$ cat config.mk
export PLATFORM = sky130hd
export DESIGN_NAME = ctrl_fsm
export DESIGN_NICKNAME = d
export VERILOG_FILES = /design/src/rtl/ctrl_fsm.sv
export SDC_FILE = /design/constraint.sdc
export NUM_CORES = 1
export LEC_CHECK = 0
export BUFFER_PORTS_ARGS = -buffer_cell sky130_fd_sc_hd__buf_2
export CORE_MARGIN = 2
export CORE_UTILIZATION = 53
export DETAILED_ROUTE_END_ITERATION = 7
export PLACE_DENSITY = 0.94
export SLEW_MARGIN = 20
export SYNTH_ARGS = -nofsm -noshare
export SYNTH_HDL_FRONTEND = slang
export SYNTH_SLANG_ARGS = --single-unit
$ cat constraint.sdc
create_clock -name clk -period 6.7 [get_ports clk]
set_input_delay 1.34 -clock clk [delete_from_list [all_inputs] [get_ports clk]]
set_output_delay 1.34 -clock clk [all_outputs]
set_load 0.02 [all_outputs]
$ cat src/rtl/ctrl_fsm.sv
`default_nettype none
// ============================================================================
// Module      : ctrl_fsm
// Description : RV64I/M instruction control FSM (IDLE/EXEC/MEM/WB). Latches
//               an accepted instruction, decodes it into one-hot ALU control,
//               waits on multi-cycle mul/div, and sequences load/store
//               handshakes and register write-back.
// Revision    : 1.0 - initial release
// ============================================================================
module ctrl_fsm #(
    parameter int ALU_OPW  = 17,
    parameter bit EN_M     = 1'b1,
    parameter bit EN_RV64  = 1'b1,
    parameter int MAX_WAIT = 64
) (
    input  logic               clk,
    input  logic               rst_n,
    input  logic               inst_valid,
    output logic               inst_ready,
    input  logic [31:0]        inst,
    input  logic               alu_done,
    output logic               lsu_req,
    output logic               lsu_wen,
    output logic [7:0]         lsu_wmask,
    input  logic               lsu_ack,
    output logic [ALU_OPW-1:0] alu_control,
    output logic               w_choose,
    output logic               rf_wen,
    output logic [2:0]         sel_rf_res,
    output logic               illegal,
    output logic               busy
);

    localparam int c_WAIT_W = $clog2(MAX_WAIT + 1);

    localparam logic [6:0] c_OPC_LOAD   = 7'b0000011;
    localparam logic [6:0] c_OPC_OPIMM  = 7'b0010011;
    localparam logic [6:0] c_OPC_AUIPC  = 7'b0010111;
    localparam logic [6:0] c_OPC_OPIMMW = 7'b0011011;
    localparam logic [6:0] c_OPC_STORE  = 7'b0100011;
    localparam logic [6:0] c_OPC_OP     = 7'b0110011;
    localparam logic [6:0] c_OPC_LUI    = 7'b0110111;
    localparam logic [6:0] c_OPC_OPW    = 7'b0111011;
    localparam logic [6:0] c_OPC_SYSTEM = 7'b1110011;

    localparam int c_ADD = 0,  c_SUB = 1,  c_SLT = 2,  c_SLTU = 3, c_AND = 4;
    localparam int c_OR  = 6,  c_XOR = 7,  c_SLL = 8,  c_SRL  = 9, c_SRA = 10;
    localparam int c_LUI = 11, c_MUL = 12, c_DIVU = 13, c_DIV = 14;
    localparam int c_REMU = 15, c_REM = 16;

    localparam logic [2:0] c_SEL_ALU = 3'b001;
    localparam logic [2:0] c_SEL_LD  = 3'b010;
    localparam logic [2:0] c_SEL_CSR = 3'b100;

    typedef enum logic [1:0] {
        IDLE = 2'd0,
        EXEC = 2'd1,
        MEM  = 2'd2,
        WB   = 2'd3
    } state_t;

    state_t              r_state;
    state_t              w_next;
    logic [31:0]         r_inst;
    logic [c_WAIT_W-1:0] r_wait;

    logic [16:0] w_op;
    logic [16:0] w_op_out;
    logic        w_w;
    logic [2:0]  w_sel;
    logic        w_legal;
    logic        w_ld;
    logic        w_st;
    logic        w_md;
    logic        w_wr;
    logic [7:0]  w_mask;
    logic [2:0]  w_f3;
    logic [6:0]  w_f7;
    logic        w_unused;

    assign w_f3     = r_inst[14:12];
    assign w_f7     = r_inst[31:25];
    // rs1/rs2 fields and low immediate bits are consumed by the datapath only
    assign w_unused = ^r_inst[24:15];

    // Decode the latched instruction into operation, result select and class
    always_comb begin
        w_op    = '0;
        w_w     = 1'b0;
        w_sel   = 3'b000;
        w_legal = 1'b0;
        w_ld    = 1'b0;
        w_st    = 1'b0;
        w_md    = 1'b0;
        w_wr    = 1'b0;
        w_mask  = 8'h00;
        case (r_inst[6:0])
            c_OPC_LUI: begin
                w_op[c_LUI] = 1'b1; w_sel = c_SEL_ALU; w_wr = 1'b1; w_legal = 1'b1;
            end
            c_OPC_AUIPC: begin
                w_op[c_ADD] = 1'b1; w_sel = c_SEL_ALU; w_wr = 1'b1; w_legal = 1'b1;
            end
            c_OPC_OPIMM: begin
                w_sel = c_SEL_ALU; w_wr = 1'b1; w_legal = 1'b1;
                case (w_f3)
                    3'b000: w_op[c_ADD]  = 1'b1;
                    3'b010: w_op[c_SLT]  = 1'b1;
                    3'b011: w_op[c_SLTU] = 1'b1;
                    3'b100: w_op[c_XOR]  = 1'b1;
                    3'b110: w_op[c_OR]   = 1'b1;
                    3'b111: w_op[c_AND]  = 1'b1;
                    3'b001: begin
                        if (r_inst[31:26] == 6'b000000) w_op[c_SLL] = 1'b1;
                        else                            w_legal = 1'b0;
                    end
                    default: begin
                        if (r_inst[31:26] == 6'b000000)      w_op[c_SRL] = 1'b1;
                        else if (r_inst[31:26] == 6'b010000) w_op[c_SRA] = 1'b1;
                        else                                 w_legal = 1'b0;
                    end
                endcase
                // a 6-bit shift amount needs the 64-bit datapath
                if (!EN_RV64 && w_f3[1:0] == 2'b01 && r_inst[25]) w_legal = 1'b0;
            end
            c_OPC_OP: begin
                w_sel = c_SEL_ALU; w_wr = 1'b1;
                if (w_f7 == 7'b0000000) begin
                    w_legal = 1'b1;
                    case (w_f3)
                        3'b000:  w_op[c_ADD]  = 1'b1;
                        3'b001:  w_op[c_SLL]  = 1'b1;
                        3'b010:  w_op[c_SLT]  = 1'b1;
                        3'b011:  w_op[c_SLTU] = 1'b1;
                        3'b100:  w_op[c_XOR]  = 1'b1;
                        3'b101:  w_op[c_SRL]  = 1'b1;
                        3'b110:  w_op[c_OR]   = 1'b1;
                        default: w_op[c_AND]  = 1'b1;
                    endcase
                end else if (w_f7 == 7'b0100000) begin
                    if (w_f3 == 3'b000) begin w_op[c_SUB] = 1'b1; w_legal = 1'b1; end
                    if (w_f3 == 3'b101) begin w_op[c_SRA] = 1'b1; w_legal = 1'b1; end
                end else if (w_f7 == 7'b0000001 && EN_M) begin
                    // mulh* have no ALU encoding and stay illegal
                    w_md = 1'b1; w_legal = 1'b1;
                    case (w_f3)
                        3'b000:  w_op[c_MUL]  = 1'b1;
                        3'b100:  w_op[c_DIV]  = 1'b1;
                        3'b101:  w_op[c_DIVU] = 1'b1;
                        3'b110:  w_op[c_REM]  = 1'b1;
                        3'b111:  w_op[c_REMU] = 1'b1;
                        default: w_legal = 1'b0;
                    endcase
                end
            end
            c_OPC_OPIMMW: begin
                w_sel = c_SEL_ALU; w_wr = 1'b1; w_w = 1'b1;
                if (EN_RV64) begin
                    if (w_f3 == 3'b000) begin w_op[c_ADD] = 1'b1; w_legal = 1'b1; end
                    if (w_f3 == 3'b001 && w_f7 == 7'b0000000) begin w_op[c_SLL] = 1'b1; w_legal = 1'b1; end
                    if (w_f3 == 3'b101 && w_f7 == 7'b0000000) begin w_op[c_SRL] = 1'b1; w_legal = 1'b1; end
                    if (w_f3 == 3'b101 && w_f7 == 7'b0100000) begin w_op[c_SRA] = 1'b1; w_legal = 1'b1; end
                end
            end
            c_OPC_OPW: begin
                w_sel = c_SEL_ALU; w_wr = 1'b1; w_w = 1'b1;
                if (EN_RV64) begin
                    if (w_f7 == 7'b0000000) begin
                        if (w_f3 == 3'b000) begin w_op[c_ADD] = 1'b1; w_legal = 1'b1; end
                        if (w_f3 == 3'b001) begin w_op[c_SLL] = 1'b1; w_legal = 1'b1; end
                        if (w_f3 == 3'b101) begin w_op[c_SRL] = 1'b1; w_legal = 1'b1; end
                    end else if (w_f7 == 7'b0100000) begin
                        if (w_f3 == 3'b000) begin w_op[c_SUB] = 1'b1; w_legal = 1'b1; end
                        if (w_f3 == 3'b101) begin w_op[c_SRA] = 1'b1; w_legal = 1'b1; end
                    end else if (w_f7 == 7'b0000001 && EN_M) begin
                        w_md = 1'b1; w_legal = 1'b1;
                        case (w_f3)
                            3'b000:  w_op[c_MUL]  = 1'b1;
                            3'b100:  w_op[c_DIV]  = 1'b1;
                            3'b101:  w_op[c_DIVU] = 1'b1;
                            3'b110:  w_op[c_REM]  = 1'b1;
                            3'b111:  w_op[c_REMU] = 1'b1;
                            default: w_legal = 1'b0;
                        endcase
                    end
                end
            end
            c_OPC_LOAD: begin
                // the ALU forms the effective address
                w_op[c_ADD] = 1'b1; w_sel = c_SEL_LD; w_wr = 1'b1; w_ld = 1'b1;
                case (w_f3)
                    3'b000, 3'b001, 3'b010, 3'b100, 3'b101: w_legal = 1'b1;
                    3'b011, 3'b110:                         w_legal = EN_RV64;
                    default:                                w_legal = 1'b0;
                endcase
            end
            c_OPC_STORE: begin
                w_op[c_ADD] = 1'b1; w_st = 1'b1;
                case (w_f3)
                    3'b000:  begin w_mask = 8'h01; w_legal = 1'b1;    end
                    3'b001:  begin w_mask = 8'h03; w_legal = 1'b1;    end
                    3'b010:  begin w_mask = 8'h0F; w_legal = 1'b1;    end
                    3'b011:  begin w_mask = 8'hFF; w_legal = EN_RV64; end
                    default: w_legal = 1'b0;
                endcase
            end
            c_OPC_SYSTEM: begin
                // only CSR accesses are handled here; ecall/ebreak are not
                if (w_f3 != 3'b000 && w_f3 != 3'b100) begin
                    w_sel = c_SEL_CSR; w_wr = 1'b1; w_legal = 1'b1;
                end
            end
            default: w_legal = 1'b0;
        endcase
    end

    // Next-state and output logic; decoded controls are visible outside IDLE only
    always_comb begin
        w_next      = r_state;
        inst_ready  = 1'b0;
        lsu_req     = 1'b0;
        lsu_wen     = 1'b0;
        lsu_wmask   = 8'h00;
        rf_wen      = 1'b0;
        illegal     = 1'b0;
        w_op_out    = '0;
        w_choose    = 1'b0;
        sel_rf_res  = 3'b000;
        busy        = (r_state != IDLE);
        case (r_state)
            IDLE: begin
                inst_ready = 1'b1;
                if (inst_valid) w_next = EXEC;
            end
            EXEC: begin
                if (!w_legal) begin
                    illegal = 1'b1;
                    w_next  = IDLE;
                end else if (w_md) begin
                    if (alu_done) begin
                        w_next = WB;
                    end else if (r_wait == c_WAIT_W'(MAX_WAIT - 1)) begin
                        illegal = 1'b1;
                        w_next  = IDLE;
                    end
                end else if (w_ld || w_st) begin
                    w_next = MEM;
                end else begin
                    w_next = WB;
                end
            end
            MEM: begin
                lsu_req   = 1'b1;
                lsu_wen   = w_st;
                lsu_wmask = w_mask;
                if (lsu_ack) w_next = w_ld ? WB : IDLE;
            end
            default: begin
                rf_wen = w_wr && (r_inst[11:7] != 5'd0);
                w_next = IDLE;
            end
        endcase
        if (r_state != IDLE && w_legal) begin
            w_op_out   = w_op;
            w_choose   = w_w;
            sel_rf_res = w_sel;
        end
    end

    // State, latched instruction and EXEC wait counter
    always_ff @(posedge clk or negedge rst_n) begin
        if (!rst_n) begin
            r_state <= IDLE;
            r_inst  <= 32'd0;
            r_wait  <= '0;
        end else begin
            r_state <= w_next;
            if (r_state == IDLE && inst_valid) r_inst <= inst;
            if (r_state == EXEC && w_next == EXEC) r_wait <= r_wait + c_WAIT_W'(1);
            else                                   r_wait <= '0;
        end
    end

    generate
        if (ALU_OPW > 17) begin : g_alu_wide
            assign alu_control = {{(ALU_OPW - 17){1'b0}}, w_op_out};
        end else begin : g_alu_narrow
            assign alu_control = w_op_out[ALU_OPW-1:0];
        end
    endgenerate

endmodule
`default_nettype wire

**Word level (Yosys, flattened, before mapping)**

Index checks and enable logic that the tools add are counted.

- Multiplexer cells: 87
- Magnitude comparators: 0
- Eq/ne operators: 24
- Multipliers: 0
- Bitwise operators: 0
- Shift operators: 0
- Divide/modulo/power cells: 0
- Reductions and logical operators: 29
- Add/sub/neg operators: 1

Operators with widths:

| cell | number |
|---|---|
| 1-bit 2-to-1 mux | 56 |
| 7-bit by 6-bit == test with 1-bit output (second input constant) | 6 |
| 8-bit case mux with 4 select lines | 1 |
| 7-bit by 5-bit == test with 1-bit output (second input constant) | 3 |
| 7-bit OR reduction | 3 |
| 5-bit 2-to-1 mux | 4 |
| 2-bit 2-to-1 mux | 9 |
| 17-bit 2-to-1 mux | 1 |
| 8-bit 2-to-1 mux | 2 |
| 3-bit == test (second input constant) | 4 |
| 3-bit case mux with 4 select lines | 1 |
| 6-bit OR reduction | 2 |
| 3-bit 2-to-1 mux | 3 |
| 3-bit case mux with 3 select lines | 1 |
| 1-bit logical AND | 8 |
| 1-bit case mux with 8 select lines | 1 |
| 2-bit OR reduction | 4 |
| 7-bit by 1-bit adder with 7-bit output (second input constant) | 1 |
| 7-bit by 1-bit == test with 1-bit output (second input constant) | 1 |
| 7-bit by 2-bit == test with 1-bit output (second input constant) | 1 |
| 7-bit == test (second input constant) | 1 |
| 7-bit zero test | 1 |
| 7-bit 2-to-1 mux | 1 |
| 3-bit by 2-bit == test with 1-bit output (second input constant) | 2 |
| 21 further kinds | 24 |

- Output and inout port bits: 35
- Bits of input ports: 37
- Word-level logic and storage cells: 144
- Flip-flop bits (word level): 41
- Memories: 0
- ROM bits: 0
- Latch bits: 0
- Memory bits (writable): 0

**Logic depth before layout (Yosys ltp)**

- Depth in word-level cells: 12
- Depth in mapped cells: 8
- Gate-level depth less buffers: 5

**Worst setup path after synthesis**

Ideal clock, no wire load.

- Kind: input to output
- Start point: input port alu_done
- End point: output port illegal
- Setup slack: 2.996 ns
- Data required time: 5.360 ns
- Data arrival time: 2.364 ns
- Path buffers: 0
- Cell stages on the path: 4
- Cells stage by stage: nor2b_1 > nand3_1 > or3_1 > a21oi_1

- Word-level cells in the longest chain between the ends: 4

RTL lines:

| element | RTL line | RTL |
|---|---|---|
| from (decl) | 21 | `input logic alu_done,` |
| 1-bit 2-to-1 mux | 240 | `if (alu_done) begin` |
| 1-bit 2-to-1 mux | 239 | `end else if (w_md) begin` |
| 1-bit 2-to-1 mux | 236 | `if (!w_legal) begin` |
| 1-bit 2-to-1 mux | 230 | `case (r_state)` |
| to (decl) | 30 | `output logic illegal,` |

Every way passes these cells.

**Worst setup path in the final report**

- Start point: register r_inst[6]
- End point: output port alu_control[3]

- Word-level cells in the longest chain between the ends: 5
- Elaborated cells between the ends (all ways): 14
- Classes of those cells: eq/ne: 9; mux: 3; reduce/logical: 2

RTL lines:

| element | RTL line | RTL |
|---|---|---|
| from (decl) | 64 | `logic [31:0] r_inst;` |
| from (signal assigned) | 278 | `if (r_state == IDLE && inst_valid) r_inst <= inst;` |
| 7-bit by 5-bit == test with 1-bit output or 7-bit by 6-bit == test with 1-bit output (tied branches) | 97 | `case (r_inst[6:0])` |
| 2-bit OR reduction (no line) | - |  |
| 1-bit case mux with 8 select lines | 97 |  |
| 1-bit logical AND | 263 | `if (r_state != IDLE && w_legal) begin` |
| 17-bit 2-to-1 mux * | 263 |  |
| to (decl) | 26 | `output logic [ALU_OPW-1:0] alu_control,` |

Mark *: on every way between the ends. The rest lies on a longest branch, timed or not.

==> flow_metrics.py <==
metrics = {
    "floorplanning": {
        "initial_core_util_pct": 54.3,
        "die_x_um": 64.8,
        "placementRows": 22,
        "pin_count": 72,
        "core_um2": 3610,
        "dieArea_um2": 4200,
        "die_y_um": 64.8,
    },
    "yosys": {
        "synth_xor_area_share_pct": 1.79,
        "synth_compound_area_share_pct": 8.82,
        "synth_commonest_cells": "dfrtp_1, mux2_2, nor2_1",
        "syn_area_per_cell_um2": 9.69,
        "synth_top_area_share_pct": 39.6,
        "synth_nets": 240,
        "synthAdderAreaFrac_pct": 0.639,
        "synth-edff-count": 0,
        "yosysWarningCount": 0,
        "synth_area_leaders": "dfrtp_1, mux2_2, nor3_1",
        "synth_seq_cells": 31,
        "muxShareOfSynthArea_pct": 11.5,
        "ys_dominant_reg_cell": "dfrtp_1",
        "synth.most_common_cell": "dfrtp_1",
        "synth_simple_gate_area_share_pct": 30.9,
        "synth_top_family_by_area": "simple AND/OR/NAND/NOR gates",
        "syn_inst": 202,
        "async_flop_share_pct": 100,
        "yosysSeqAreaShare_pct": 39.6,
        "ys_types": 53,
        "synth_top_area_cell": "dfrtp_1",
        "synth_area_um2": 1960,
    },
    "worst_setup_path": {
        "crit_path_start": "r_inst[6]",
        "worstSetupPathType": "flip-flop to primary output",
        "cp.required_ns": 5.36,
        "critical_path.slowest_cell": "nor3_1",
        "worstPathMaxFanout": 16,
        "cpPeakStageDelay_ns": 0.46,
        "cp_top_family": "simple AND/OR/NAND/NOR gates",
        "endpoint_kind": "primary output",
        "cp.arrival_ns": 2.62,
        "critical_path_buf_inv_count": 1,
        "timing.rr.start": "r_state[1]",
        "path_cells": "nand4b_1 > nor3_1 > a211oi_1 > and3_1 > nor4b_1 > buf_2",
        "start_kind": "flip-flop",
    },
    "min_path": {
        "min-delay-start": "r_wait[0]",
        "hold_class": "flip-flop to flip-flop",
    },
    "global_route": {
        "grt_pass1_wl_um": 7260,
        "antenna_found_initial": 0,
        "gr-usage-all-layers_pct": 22.9,
        "grt_pass1_vias": 1571,
        "grt_max_degree": 32,
        "grt_overflow_total": 0,
    },
    "finish": {
        "areaGrowthSynthToFinish_pct": 16.7,
        "drive_above_1_share_pct": 39.4,
        "nNetsFinal": 288,
        "fin_util_pct": 63.4,
        "diodes": 0,
    },
    "drt": {
        "first_pass_iters": 4,
        "vias": 1733,
        "avgRoutedWirePerCell_um": 14.8,
        "vias_per_cell": 5.80,
        "drc": 0,
        "ant_nets": 0,
        "wl_um": 4410,
        "drtIter0Drc": 108,
    },
    "clock_tree": {
        "cts_tree": "yes",
        "cts_max_path_buffers": 2,
        "root_buffer": "clkbuf_8",
        "cts_resized": 0,
        "clock_latency_ns": 0.29,
        "path_clk_slew_ns": 0.07,
        "cts_max_level": 2,
        "cts_setup_buffers": 0,
        "cts.sinks": 31,
        "cts_made_buffers": 5,
        "cts_hold_buf": 0,
    },
    "run_status": {
        "outcome": "finished clean",
    },
    "power": {
        "finalPower_w": 0.000627,
        "peakVddDrop_mv": 0.186,
        "p_leak_nw": 1.06,
        "powerDensity_nw_per_um2": 274,
    },
    "timing": {
        "setup_viol": 0,
        "clock.fmax_mhz": 252,
        "clock_skew_ns": 0.00647,
        "slew_headroom_pct": 35.8,
        "period_share_pct": 59.2,
        "grt_setup_unrepaired": "no",
        "finalMaxSlewViolations": 0,
        "min_period_ns": 3.96,
        "tns_ns": 0,
        "hold_viol": 0,
        "tightest_slew_ns": 0.963,
    },
    "place": {
        "gp_congestion": 0.971,
        "dp_hpwl_um": 3240,
        "portBuffers": 60,
    },
    "flow_run": {
        "maxCapViolCount": 0,
    },
}
==> power breakdown <==
| group | switching (W) | total, W | leakage, nW | internal [W] |
|---|---|---|---|---|
| Clock | 0.0000662 | 0.000139 | 0.0422 | 0.0000727 |
| Combinational | 0.000103 | 0.000191 | 0.634 | 0.0000886 |
| Sequential | 0.0000668 | 0.000297 | 0.382 | 0.000230 |
==> worst reg2reg max path: cells and delay by family, from the launching register on <==
kind                   cells  cell delay [ns]
multiplexers               1             0.42
buffers and inverters      1             0.39
AND/OR/NAND/NOR            2             1.21
flip-flops                 1             0.40
==> registers in the layout, indices dropped and copies added, names as in the netlist <==
register,count
r_wait,7
r_state,2
r_inst,22
==> cells by family after synthesis <==
group,Yosys count
buffers and inverters,23
adder cells (fa/ha/maj),1
AO/OA/AOI/OAI,22
AND/OR/NAND/NOR,100
multiplexers,20
other,1
XOR/XNOR,4
flip-flops,31
==> placed cells by master, fill, tap and decap left out, types with 2 or more instances in the layout <==
cell type / synthesis / routed
nor3_1: 12 / 12
inv_1: 4 / 4
o2111ai_1: 2 / 2
and2_1: 3 / 3
or3_1: 2 / 2
nand3_1: 8 / 8
nand2_1: 10 / 10
nor3b_1: 2 / 2
and3_1: 8 / 8
nor4b_1: 3 / 3
o21ai_0: 3 / 3
a21oi_1: 3 / 3
xor2_1: 2 / 2
nor2_1: 14 / 14
buf_2: 4 / 60
clkbuf_8: 0 / 5
or4_1: 2 / 2
or2_2: 4 / 4
nor3_2: 3 / 3
dfrtp_1: 31 / 31
nor4_1: 7 / 7
nand2b_1: 5 / 5
nand4_1: 3 / 3
mux2_2: 20 / 20
xnor2_1: 2 / 2
nor2b_1: 7 / 7
clkbuf_1: 7 / 2
==> metrics by stage <==
step | cells | hold slack, ns | setup slack, ns | cell area, um2
floorplan | 202 | 0.432 | 3.00 | 1960
global route | 299 | 0.508 | 2.44 | 2290
detailed placement | 291 | 0.470 | 2.84 | 2200
global placement | 291 | 0.454 | 2.83 | 2200
CTS | 299 | 0.479 | 2.73 | 2290
finish | 299 | 0.472 | 2.74 | 2290
==> worst paths after layout <==
| kind | endpoint | slack [ns] | cells after the start |
|---|---|---|---|
| worst min-delay path | r_wait[0] | 0.47 | 1 |
| min in group asynchronous | r_inst[14] | 1.10 | 1 |
| worst max register to register | r_inst[25] | 4.16 | 4 |
| worst max-delay path | alu_control[3] | 2.74 | 6 |
| worst min register to register | r_wait[0] | 0.47 | 1 |
| max in group asynchronous | r_state[0] | 5.15 | 1 |
==> per-layer routing <==
layer | global-route usage [%] | part of all wire [%] | vias up
met4 | 10.4 | 2.7 | 0
met5 | 0 | 0 | -
met1 | 29.6 | 43 | 804
li1 | - | - | 827
met3 | 6.94 | 8.7 | 12
met2 | 35.4 | 45 | 90
==> area by class of cell <==
cell class              instances  area, um2
inverters                       4       15.0
fillers                       320       1320
well taps                      48       60.1
repair buffers                 60        300
clock inverters                 1       5.00
multi-input cells             148       1050
clock buffers                   7       76.3
flip-flops and latches         31        776
Note: power is estimated with default switching activity, not from simulation.
